**src/rtl/rvga_mem_arbiter_pkg.sv**
```systemverilog
// Shared types for the I/D memory-port arbiter.
// Line/word typedefs, arbiter state, requester ids and request bundle.
package rvga_mem_arbiter_pkg;

    typedef logic [31:0]  rvga_word;
    typedef logic [127:0] rvga_cacheline;

    parameter int unsigned RVGA_LINE_OFFSET_BITS = 4;

    typedef enum logic [1:0] {
        IDLE  = 2'd0,
        ISSUE = 2'd1,
        WAIT  = 2'd2
    } rvga_arb_state_e;

    typedef enum logic {
        e_rvga_req_i = 1'b0,
        e_rvga_req_d = 1'b1
    } rvga_requester_e;

    typedef struct packed {
        rvga_word      addr;
        logic          we;
        rvga_cacheline wdata;
    } rvga_mem_req_s;

    function automatic rvga_word rvga_line_align(
        input rvga_word    a,
        input int unsigned off
    );
        rvga_word mask;
        mask = (rvga_word'(1) << off) - rvga_word'(1);
        return a & ~mask;
    endfunction

endpackage

```
**src/rtl/rvga_rr_arb2.sv**
```systemverilog
// Two-way round-robin grant; bit 0 = I-side, bit 1 = D-side.
// last_grant only advances when the grant is actually taken (en_i).
module rvga_rr_arb2
    import rvga_mem_arbiter_pkg::*;
(
    input  logic       clk_i,
    input  logic       rst_n_i,
    input  logic [1:0] req_i,
    input  logic       en_i,
    output logic [1:0] gnt_o
);

    rvga_requester_e last_grant_q;
    rvga_requester_e last_grant_d;

    always_comb begin
        gnt_o        = req_i;
        last_grant_d = last_grant_q;
        if (req_i == 2'b11) begin
            if (last_grant_q == e_rvga_req_i) begin
                gnt_o = 2'b10;
            end else begin
                gnt_o = 2'b01;
            end
        end
        if (en_i && gnt_o[1]) begin
            last_grant_d = e_rvga_req_d;
        end else if (en_i && gnt_o[0]) begin
            last_grant_d = e_rvga_req_i;
        end
    end

    always_ff @(posedge clk_i) begin
        if (!rst_n_i) begin
            last_grant_q <= e_rvga_req_i;
        end else begin
            last_grant_q <= last_grant_d;
        end
    end

endmodule

```
**src/rtl/rvga_mem_arbiter.sv**
```systemverilog
// Serialises I-fetch and load/store line requests onto one memory port.
// One transaction outstanding; responses are routed back to the owner.
module rvga_mem_arbiter
    import rvga_mem_arbiter_pkg::*;
#(
    parameter int unsigned TIMEOUT_CYCLES   = 1024,
    parameter int unsigned LINE_OFFSET_BITS = RVGA_LINE_OFFSET_BITS
) (
    input  logic          clk_i,
    input  logic          rst_n_i,
    input  logic          i_req_v_i,
    input  logic [31:0]   i_addr_i,
    output logic          i_ready_o,
    output logic          i_resp_v_o,
    output logic [127:0]  i_rdata_o,
    input  logic          d_req_v_i,
    input  logic [31:0]   d_addr_i,
    input  logic          d_we_i,
    input  logic [127:0]  d_wdata_i,
    output logic          d_ready_o,
    output logic          d_resp_v_o,
    output logic [127:0]  d_rdata_o,
    output logic          mem_req_v_o,
    output logic [31:0]   mem_addr_o,
    output logic          mem_we_o,
    output logic [127:0]  mem_wdata_o,
    input  logic          mem_ready_i,
    input  logic          mem_resp_v_i,
    input  logic [127:0]  mem_rdata_i,
    output logic          protocol_err_o
);

    rvga_arb_state_e state_q, state_d;
    rvga_requester_e owner_q, owner_d;
    rvga_mem_req_s   req_q, req_d;
    logic            mem_req_v_q, mem_req_v_d;
    logic            i_resp_v_q, i_resp_v_d;
    logic            d_resp_v_q, d_resp_v_d;
    rvga_cacheline   i_rdata_q, i_rdata_d;
    rvga_cacheline   d_rdata_q, d_rdata_d;
    logic            err_q, err_d;
    logic [31:0]     tmo_cnt_q, tmo_cnt_d;

    logic [1:0] gnt;
    logic       arb_en;

    assign arb_en = rst_n_i && (state_q == IDLE);

    rvga_rr_arb2 u_arb (
        .clk_i   (clk_i),
        .rst_n_i (rst_n_i),
        .req_i   ({d_req_v_i, i_req_v_i}),
        .en_i    (arb_en),
        .gnt_o   (gnt)
    );

    assign i_ready_o = arb_en && gnt[0];
    assign d_ready_o = arb_en && gnt[1];

    always_comb begin
        state_d     = state_q;
        owner_d     = owner_q;
        req_d       = req_q;
        mem_req_v_d = mem_req_v_q;
        i_resp_v_d  = 1'b0;
        d_resp_v_d  = 1'b0;
        i_rdata_d   = i_rdata_q;
        d_rdata_d   = d_rdata_q;
        err_d       = err_q;
        tmo_cnt_d   = '0;
        unique case (state_q)
            IDLE: begin
                if (d_ready_o) begin
                    req_d.addr  = rvga_line_align(d_addr_i, LINE_OFFSET_BITS);
                    req_d.we    = d_we_i;
                    req_d.wdata = d_wdata_i;
                    owner_d     = e_rvga_req_d;
                end else if (i_ready_o) begin
                    req_d.addr  = rvga_line_align(i_addr_i, LINE_OFFSET_BITS);
                    req_d.we    = 1'b0;
                    req_d.wdata = '0;
                    owner_d     = e_rvga_req_i;
                end
                if (d_ready_o || i_ready_o) begin
                    mem_req_v_d = 1'b1;
                    state_d     = ISSUE;
                end
            end
            ISSUE: begin
                // a response before the handshake completes is dropped
                if (mem_resp_v_i) begin
                    err_d = 1'b1;
                end
                if (mem_ready_i) begin
                    mem_req_v_d = 1'b0;
                    state_d     = WAIT;
                end
            end
            WAIT: begin
                if (mem_resp_v_i) begin
                    state_d = IDLE;
                    if (owner_q == e_rvga_req_d) begin
                        d_resp_v_d = 1'b1;
                        if (!req_q.we) begin
                            d_rdata_d = mem_rdata_i;
                        end
                    end else begin
                        i_resp_v_d = 1'b1;
                        i_rdata_d  = mem_rdata_i;
                    end
                end else begin
                    tmo_cnt_d = tmo_cnt_q;
                    if (tmo_cnt_q != '1) begin
                        tmo_cnt_d = tmo_cnt_q + 32'd1;
                    end
                    if (TIMEOUT_CYCLES != 0 && tmo_cnt_d == TIMEOUT_CYCLES) begin
                        err_d = 1'b1;
                    end
                end
            end
            default: begin
                state_d = IDLE;
            end
        endcase
    end

    always_ff @(posedge clk_i) begin
        if (!rst_n_i) begin
            state_q     <= IDLE;
            owner_q     <= e_rvga_req_i;
            req_q       <= '0;
            mem_req_v_q <= 1'b0;
            i_resp_v_q  <= 1'b0;
            d_resp_v_q  <= 1'b0;
            i_rdata_q   <= '0;
            d_rdata_q   <= '0;
            err_q       <= 1'b0;
            tmo_cnt_q   <= '0;
        end else begin
            state_q     <= state_d;
            owner_q     <= owner_d;
            req_q       <= req_d;
            mem_req_v_q <= mem_req_v_d;
            i_resp_v_q  <= i_resp_v_d;
            d_resp_v_q  <= d_resp_v_d;
            i_rdata_q   <= i_rdata_d;
            d_rdata_q   <= d_rdata_d;
            err_q       <= err_d;
            tmo_cnt_q   <= tmo_cnt_d;
        end
    end

    assign mem_req_v_o    = mem_req_v_q;
    assign mem_addr_o     = req_q.addr;
    assign mem_we_o       = req_q.we;
    assign mem_wdata_o    = req_q.wdata;
    assign i_resp_v_o     = i_resp_v_q;
    assign i_rdata_o      = i_rdata_q;
    assign d_resp_v_o     = d_resp_v_q;
    assign d_rdata_o      = d_rdata_q;
    assign protocol_err_o = err_q;

endmodule

```
**config.mk**
```make
export PLATFORM = sky130hd
export DESIGN_NAME = rvga_mem_arbiter
export DESIGN_NICKNAME = d
export VERILOG_FILES = /design/src/rtl/rvga_mem_arbiter_pkg.sv /design/src/rtl/rvga_rr_arb2.sv /design/src/rtl/rvga_mem_arbiter.sv
export SDC_FILE = /design/constraint.sdc
export NUM_CORES = 1
export LEC_CHECK = 0
export CAP_MARGIN = 20
export CORE_AREA = 2 2 295 297
export CTS_BUF_LIST = sky130_fd_sc_hd__clkbuf_16
export CTS_CLUSTER_SIZE = 20
export DETAILED_ROUTE_END_ITERATION = 8
export DIE_AREA = 0 0 297 299
export HOLD_SLACK_MARGIN = 0.12
export SYNTH_ARGS = -nofsm -noshare
export SYNTH_HDL_FRONTEND = slang
export SYNTH_SLANG_ARGS = --single-unit
```
**constraint.sdc**
```tcl
create_clock -name clk_i -period 3.7 [get_ports clk_i]
set_clock_uncertainty 0.1 [all_clocks]
set_input_delay 0.555 -clock clk_i [delete_from_list [all_inputs] [get_ports clk_i]]
set_output_delay 0.555 -clock clk_i [all_outputs]
set_load 0.1 [all_outputs]
```
== After elaboration in Yosys (flattened, before gate mapping) ==
Cells that the tools add are included.
Storage, ports and cells
  flip-flop bits (word level): 457
  input port bits: 327
Cells by class
  add/sub/neg operators: 1
  equality and inequality tests: 11
  muxes and demuxes: 22
  bitwise operators: 4
  reduce and logical (&&, ||, !) cells: 16
Operators with widths (count)
  $mux 161: 2
  $mux 32: 3
  $add 32x1->32 const B: 1
  $eq 32x11->1 const B: 1
  $ne 32x32->1 const B: 1
  $reduce_and 3->1: 4
  $mux 2: 5
  $ne 2x2->1 const B: 5
  $mux 1: 9
  $reduce_and 4->1: 2
  $pmux 2 s3: 1
  $reduce_bool 2->1: 3
  $eq 2x2->1 const B: 2
  $not 1->1: 4
  $pmux 1 s2: 2
  $logic_and 1x1->1: 3
  $reduce_or 3->1: 1
  $eq 2x1->1 const B: 1
  $logic_not 2->1: 1
  $ne 2x1->1 const B: 1
  $reduce_and 2->1: 1
  $logic_or 1x1->1: 1

== Longest topological paths before layout ==
  depth after elaboration: 8
  depth in mapped cells: 11
  depth with buffers taken out: 8

== By module ==
From an unflattened synthesis, not the netlist that was laid out.
Unflattened totals
  cells, all modules: 1976
  area total of the unflattened synthesis: 17523.1 µm²
Modules (own cells, without submodules)
  rvga_mem_arbiter: instances 1, cells an instance 1969, area an instance 17461.7 µm²
  rvga_rr_arb2: instances 1, cells an instance 7, area an instance 61.3 µm²

== Worst setup path before layout ==
OpenSTA, ideal clock, no wires.
  path kind: in2out
  start point: input port i_req_v_i
  end point: output port d_ready_o
  arrival: 2.158 ns
  required time: 3.045 ns
  slack: 0.887 ns
  cell stages on the path: 5
  path buffers: 2
  path through: nand2_1 -> nand4_1 -> clkinv_1 -> clkbuf_1 -> clkbuf_1
Between the ends
  cells in the longest elaborated chain, start to end: 3
RTL lines
  from (decl): line rvga_mem_arbiter.sv:11  | input logic i_req_v_i,
  $eq 2x2->1: line rvga_rr_arb2.sv:19  | if (req_i == 2'b11) begin
  $mux 2: line rvga_rr_arb2.sv:19
  $logic_and 1x1->1: line rvga_mem_arbiter.sv:58  | assign d_ready_o = arb_en && gnt[1];
  to (decl): line rvga_mem_arbiter.sv:20  | output logic d_ready_o,
Every way passes these cells.

== Worst setup path in the final report ==
  start point: register tmo_cnt_q[0]
  end point: register err_q, in the netlist protocol_err_o
Between the ends
  cells in the longest elaborated chain, start to end: 7
  elaborated cells between the ends (all ways): 8
RTL lines
  from (decl): line rvga_mem_arbiter.sv:42  | logic [31:0] tmo_cnt_q, tmo_cnt_d;
  from (signal assigned): line rvga_mem_arbiter.sv:149  | tmo_cnt_q <= tmo_cnt_d;
  $add 32x1->32 / $ne 32x32->1 (equally long branches): line rvga_mem_arbiter.sv:114, rvga_mem_arbiter.sv:113
  $mux 32 (*): line rvga_mem_arbiter.sv:113  | if (tmo_cnt_q != '1) begin
  $mux 32 (*): line rvga_mem_arbiter.sv:100  | if (mem_resp_v_i) begin
  $mux 32 (*): line rvga_mem_arbiter.sv:71  | unique case (state_q)
  $eq 32x11->1 (*): line rvga_mem_arbiter.sv:116  | if (TIMEOUT_CYCLES != 0 && tmo_cnt_d == TIMEOUT_CYCLES) begin
  $ne 2x2->1 (no line) (*)
  $reduce_and 4->1 (no line) (*)
  to (signal assigned): line rvga_mem_arbiter.sv:148  | err_q <= err_d;
  to (decl): line rvga_mem_arbiter.sv:41  | logic err_q, err_d;
Mark *: on every way between the ends. The rest lies on a longest branch, timed or not. The select of a mux whose other input is x is not followed.
A chain may end at the register's enable or synchronous reset.

==> results.md <==
Cells and area:
- The fill cell instance count of the final layout is 9176.
- From synthesis to final layout, the design area changed by 61.8%.
- The count of nets after finishing is between 3000 and 4000.
- In the final layout, the share of cells above drive strength 1 is 5.26%.
- The number of standard cells in the layout, taps in and fillers out is 3876.

Floorplanning:
- The initial utilization of the core area, before any placement, comes to 19.3%.
- The number of rows in the core area is 108.
- The count of boundary I/O pins is between 700 and 800.
- The floorplan step defined a core boundary enclosing approximately 0.086 mm².
- From left edge to right edge, the die measures 297 µm.
- The area of the die is roughly 0.089 mm².
- The die is between 200 and 300 µm tall.

Timing:
- The hold slack is 0.265 ns.
- The post-route clock period utilization is approximately 84%.
- Setup repair after global routing left no endpoint under its margin.
- The total of endpoints with negative setup slack in the final report is 0.
- The worst slew slack as a fraction of its limit is 26.8%.
- The smallest clock period supported by the final layout is computed as between 3 and 4 ns.
- The final-report hold violation count is 0.
- In the post-route analysis, the smallest setup slack over all paths is approximately 0.59 ns.
- The maximum clock frequency is ~320 MHz.
- After routing, the total negative slack on setup checks comes to 0 ns.
- At the pin with the least slew margin, the transition time is 1.10 ns.
- The number of pins exceeding their max-slew limit in the final report came to 0.

Synthesis:
- The flip-flop cell with the highest count after synthesis is sky130_fd_sc_hd__dfxtp_1.
- The area share of the leading cell type in the synthesized netlist is about 55%.
- A synthesized cell averages just over 8 µm².
- The proportion of register bits with asynchronous set or reset after synthesis is 0%.
- Counting distinct cell types in the post-synthesis netlist gives 52.
- In this run the cell area of the synthesized design comes to 0.0166 mm².
- After synthesis, the cell types taking the most area are sky130_fd_sc_hd__dfxtp_1 55%, sky130_fd_sc_hd__nand2_1 14%, sky130_fd_sc_hd__a21oi_1 7.9%.
- The biggest area consumer among synthesized cells is sky130_fd_sc_hd__dfxtp_1.
- The count of synthesis-stage warnings from yosys is 0.
- The synthesized instance count is around 2000.
- The flip-flop and latch count after synthesis is 453.
- The sequential share of the synthesized area is 54.7%.
- Yosys mapped a number of flops with a built-in enable equal to 0.

Global routing:
- The combined global-route utilization of all metal layers is about 15%.
- The first global-routing pass estimated roughly 100 mm of wire.
- For met3 alone, demand over resource in global routing was under 10%.
- Entering global routing, the biggest net connects approximately 130 pins.
- The number of global-route vias before repair was ~16000.
- The total grt overflow is 0.
- The global routing stage identified its most utilized layer as met2.
- The met2 demand-to-capacity share in global routing is 24.6%.
- The number of antenna violations at the first check in global routing is 8.
- Global routing consumed, on the met1 layer, ~17% of the routing resources.

Clock network:
- The count of H-tree levels built during CTS is 2.
- The number of hold buffers added after CTS was 0.
- TritonCTS built the clock tree.
- The post-cts resize count is 0.
- In this run the post-CTS setup repair buffer count came out at 0.
- The clock reaches the later pin of the worst-skew pair after approximately 0.61 ns.
- The clock-pin slew reported for the worst setup and hold paths after clock tree synthesis is approximately 0.060 ns.
- Buffers inserted during clock tree synthesis total 52.
- The maximum root-to-sink buffer count is 3.
- In this run the clock root is driven by a sky130_fd_sc_hd__clkbuf_16.
- The clock sink count is 453.

Detailed routing:
- The detail route stage leaves a number of antenna-violating nets equal to 0.
- The DRC violation total after the first TritonRoute iteration is 1038.
- The via count is 16462.
- The first TritonRoute pass finished after 5 iterations.
- In the routed design, unresolved DRC markers number 0.
- Wires add up to around 70 mm.
- In the routed layout, each cell is associated on average with a via count of about 4.2.
- The routed wire length per instance is roughly 18 µm.

Setup path:
- The required time of the worst setup path is roughly 4.1 ns.
- The critical path is of the reg -> reg type.
- STA puts the critical path data arrival time at ~3.5 ns.
- STA classifies the critical path startpoint as a flop.
- STA classifies the critical path endpoint as a flop.
- The maximum fanout encountered on the critical timing path is 7.

Power:
- The worst-case IR drop observed on VDD is 0.328 mV.
- Net switching is around 32% of the power.
- The power per cell area is between 400 and 500 mW/mm².
- The clock network burns between 30% and 40% of the power.
- The register share of total power is between 40% and 50%.
- In this run the static leakage power is slightly below 9 nW.
- The share of power burned in combinational logic is between 10% and 20%.
- The switching power is between 4 and 5 mW.
- The internal power of the cells totals about 8.4 mW.
- The overall power is 12.4 mW.

Place:
- Timing analysis after detailed placement gives a worst setup slack of 0.578 ns.
- The count of buffers added on input and output ports is 737.
- The routability congestion estimate from global placement is approximately 0.85.
- Counting tap cells, the placed design contains a total of ~3800 instances.
- After legalization and detailed placement, the total HPWL measured 49.4 mm.

Status:
- The run finished with clean final reports.

Flow run:
- The number of max-cap violations is 0.

Min path:
- In this run the worst hold path is classified as in -> reg.
## logic make-up after synthesis
group / after synthesis / share of synthesized area, %
xor gates and xnor gates: 33 / 1.74
other: 1 / 0.0226
adders and majority gates: 1 / 0.0755
muxes: 3 / 0.181
and+or+nand+nor: 893 / 22.6
DFF: 453 / 54.7
AOI/OAI and AO/OA: 452 / 16.7
buffers and inverters: 169 / 4.03
## layer usage
metal | part of all wire (%) | vias to the layer above
li1 | - | 8070
met1 | 41 | 7672
met2 | 47 | 605
met3 | 9.0 | 107
met4 | 2.9 | 8
met5 | 0.081 | -
## through the flow
stage                     util (%)  cell area (µm²)
after floorplan                  -            16600
after global placement        29.4            25200
after detailed placement      29.4            25200
after CTS                     31.2            26800
after global routing          31.2            26800
final                         31.2            26800
## cells in the final DEF (no fill, tap or decap), types with 3 or more instances in the layout
cell,count
sky130_fd_sc_hd__a22oi_1,130
sky130_fd_sc_hd__nand3_1,18
sky130_fd_sc_hd__nor2b_1,41
sky130_fd_sc_hd__clkdlybuf4s50_1,726
sky130_fd_sc_hd__clkinv_2,13
sky130_fd_sc_hd__nand4_1,16
sky130_fd_sc_hd__xnor2_1,23
sky130_fd_sc_hd__a31oi_1,3
sky130_fd_sc_hd__or3_1,4
sky130_fd_sc_hd__and4_1,4
sky130_fd_sc_hd__o21ai_0,10
sky130_fd_sc_hd__a311oi_1,29
sky130_fd_sc_hd__clkbuf_16,52
sky130_fd_sc_hd__buf_12,13
sky130_fd_sc_hd__or2_2,3
sky130_fd_sc_hd__clkinv_1,15
sky130_fd_sc_hd__diode_2,4
sky130_fd_sc_hd__o31ai_1,3
sky130_fd_sc_hd__buf_4,36
sky130_fd_sc_hd__nor4_1,6
sky130_fd_sc_hd__nor3_1,10
sky130_fd_sc_hd__conb_1,4
sky130_fd_sc_hd__o2111ai_1,3
sky130_fd_sc_hd__and3_1,11
sky130_fd_sc_hd__dfxtp_1,453
sky130_fd_sc_hd__mux2i_1,3
sky130_fd_sc_hd__nor2_1,159
sky130_fd_sc_hd__a21oi_1,263
sky130_fd_sc_hd__inv_1,13
sky130_fd_sc_hd__a21boi_0,4
sky130_fd_sc_hd__nand2_1,598
sky130_fd_sc_hd__xor2_1,10
sky130_fd_sc_hd__nand3b_1,4
## area by class of cell
class | count | area [µm²] | share of cell area [%]
well taps | 1155 | 1450 | 5.39
multi-input cells | 1386 | 6880 | 25.6
diodes | 4 | 10.0 | 0.0373
clock inverters | 45 | 289 | 1.08
flip-flops and latches | 453 | 9070 | 33.8
clock buffers | 52 | 1300 | 4.85
inverters | 5 | 28.8 | 0.107
repair buffers | 776 | 7800 | 29.1
## critical path, stage by stage (launching register included)
cell and delay, ns:
sky130_fd_sc_hd__dfxtp_1 0.44, sky130_fd_sc_hd__ha_1 0.31, sky130_fd_sc_hd__nand3_2 0.19, sky130_fd_sc_hd__nor4_2 0.30, sky130_fd_sc_hd__buf_4 0.18, sky130_fd_sc_hd__nand4_1 0.22, sky130_fd_sc_hd__nor4_1 0.47, sky130_fd_sc_hd__mux2i_1 0.29
sky130_fd_sc_hd__nand4_1 0.16, sky130_fd_sc_hd__o41ai_2 0.34
## power by group through the flow
| stage | clock, mW | sequential, mW | combinational [mW] |
|---|---|---|---|
| after floorplan | 0 | 6.35 | 0.475 |
| after global placement | 0 | 5.24 | 2.48 |
| after detailed placement | 0 | 5.24 | 2.48 |
| after CTS | 4.98 | 5.14 | 2.49 |
| after global routing | 5.16 | 5.16 | 2.58 |
| final | 4.82 | 5.14 | 2.47 |
## cells in the mapped netlist (4+ instances only)
cell / number
sky130_fd_sc_hd__nor2_1: 161
sky130_fd_sc_hd__a21boi_0: 4
sky130_fd_sc_hd__nor4_1: 6
sky130_fd_sc_hd__or3_1: 4
sky130_fd_sc_hd__buf_2: 7
sky130_fd_sc_hd__clkbuf_1: 148
sky130_fd_sc_hd__xnor2_1: 23
sky130_fd_sc_hd__or2_2: 4
sky130_fd_sc_hd__nand4_1: 16
sky130_fd_sc_hd__and4_1: 4
sky130_fd_sc_hd__dfxtp_1: 453
sky130_fd_sc_hd__buf_4: 6
sky130_fd_sc_hd__a22oi_1: 130
sky130_fd_sc_hd__and3_1: 11
sky130_fd_sc_hd__a21oi_1: 263
sky130_fd_sc_hd__nand3b_1: 4
sky130_fd_sc_hd__nand2_1: 598
sky130_fd_sc_hd__nor2b_1: 41
sky130_fd_sc_hd__nor3_1: 10
sky130_fd_sc_hd__a311oi_1: 29
sky130_fd_sc_hd__xor2_1: 10
sky130_fd_sc_hd__inv_1: 4
sky130_fd_sc_hd__nand3_1: 18
sky130_fd_sc_hd__o21ai_0: 10
## registers in the layout, summed over array words and instances, names as in the netlist
signal,cells
d_rdata_o,128
d_resp_v_o,1
i_rdata_o,128
i_resp_v_o,1
mem_addr_o,28
mem_req_v_o,1
mem_wdata_o,128
mem_we_o,1
owner_q,1
protocol_err_o,1
state_q,2
tmo_cnt_q,32
u_arb.last_grant_q,1
## worst paths after layout
kind,startpoint,end,slack [ns],depth (start not counted)
setup / recovery,tmo_cnt_q[0]$_SDFF_PP0_,protocol_err_o$_SDFFE_PN0P_,0.59,9
hold / removal,rst_n_i,state_q[1]$_SDFFE_PN0P_,0.27,2
setup reg to reg,tmo_cnt_q[0]$_SDFF_PP0_,protocol_err_o$_SDFFE_PN0P_,0.59,9
hold reg to reg,d_rdata_o[17]$_SDFFE_PN0P_,d_rdata_o[17]$_SDFFE_PN0P_,0.35,2
Note: power is estimated with default switching activity, not from simulation.
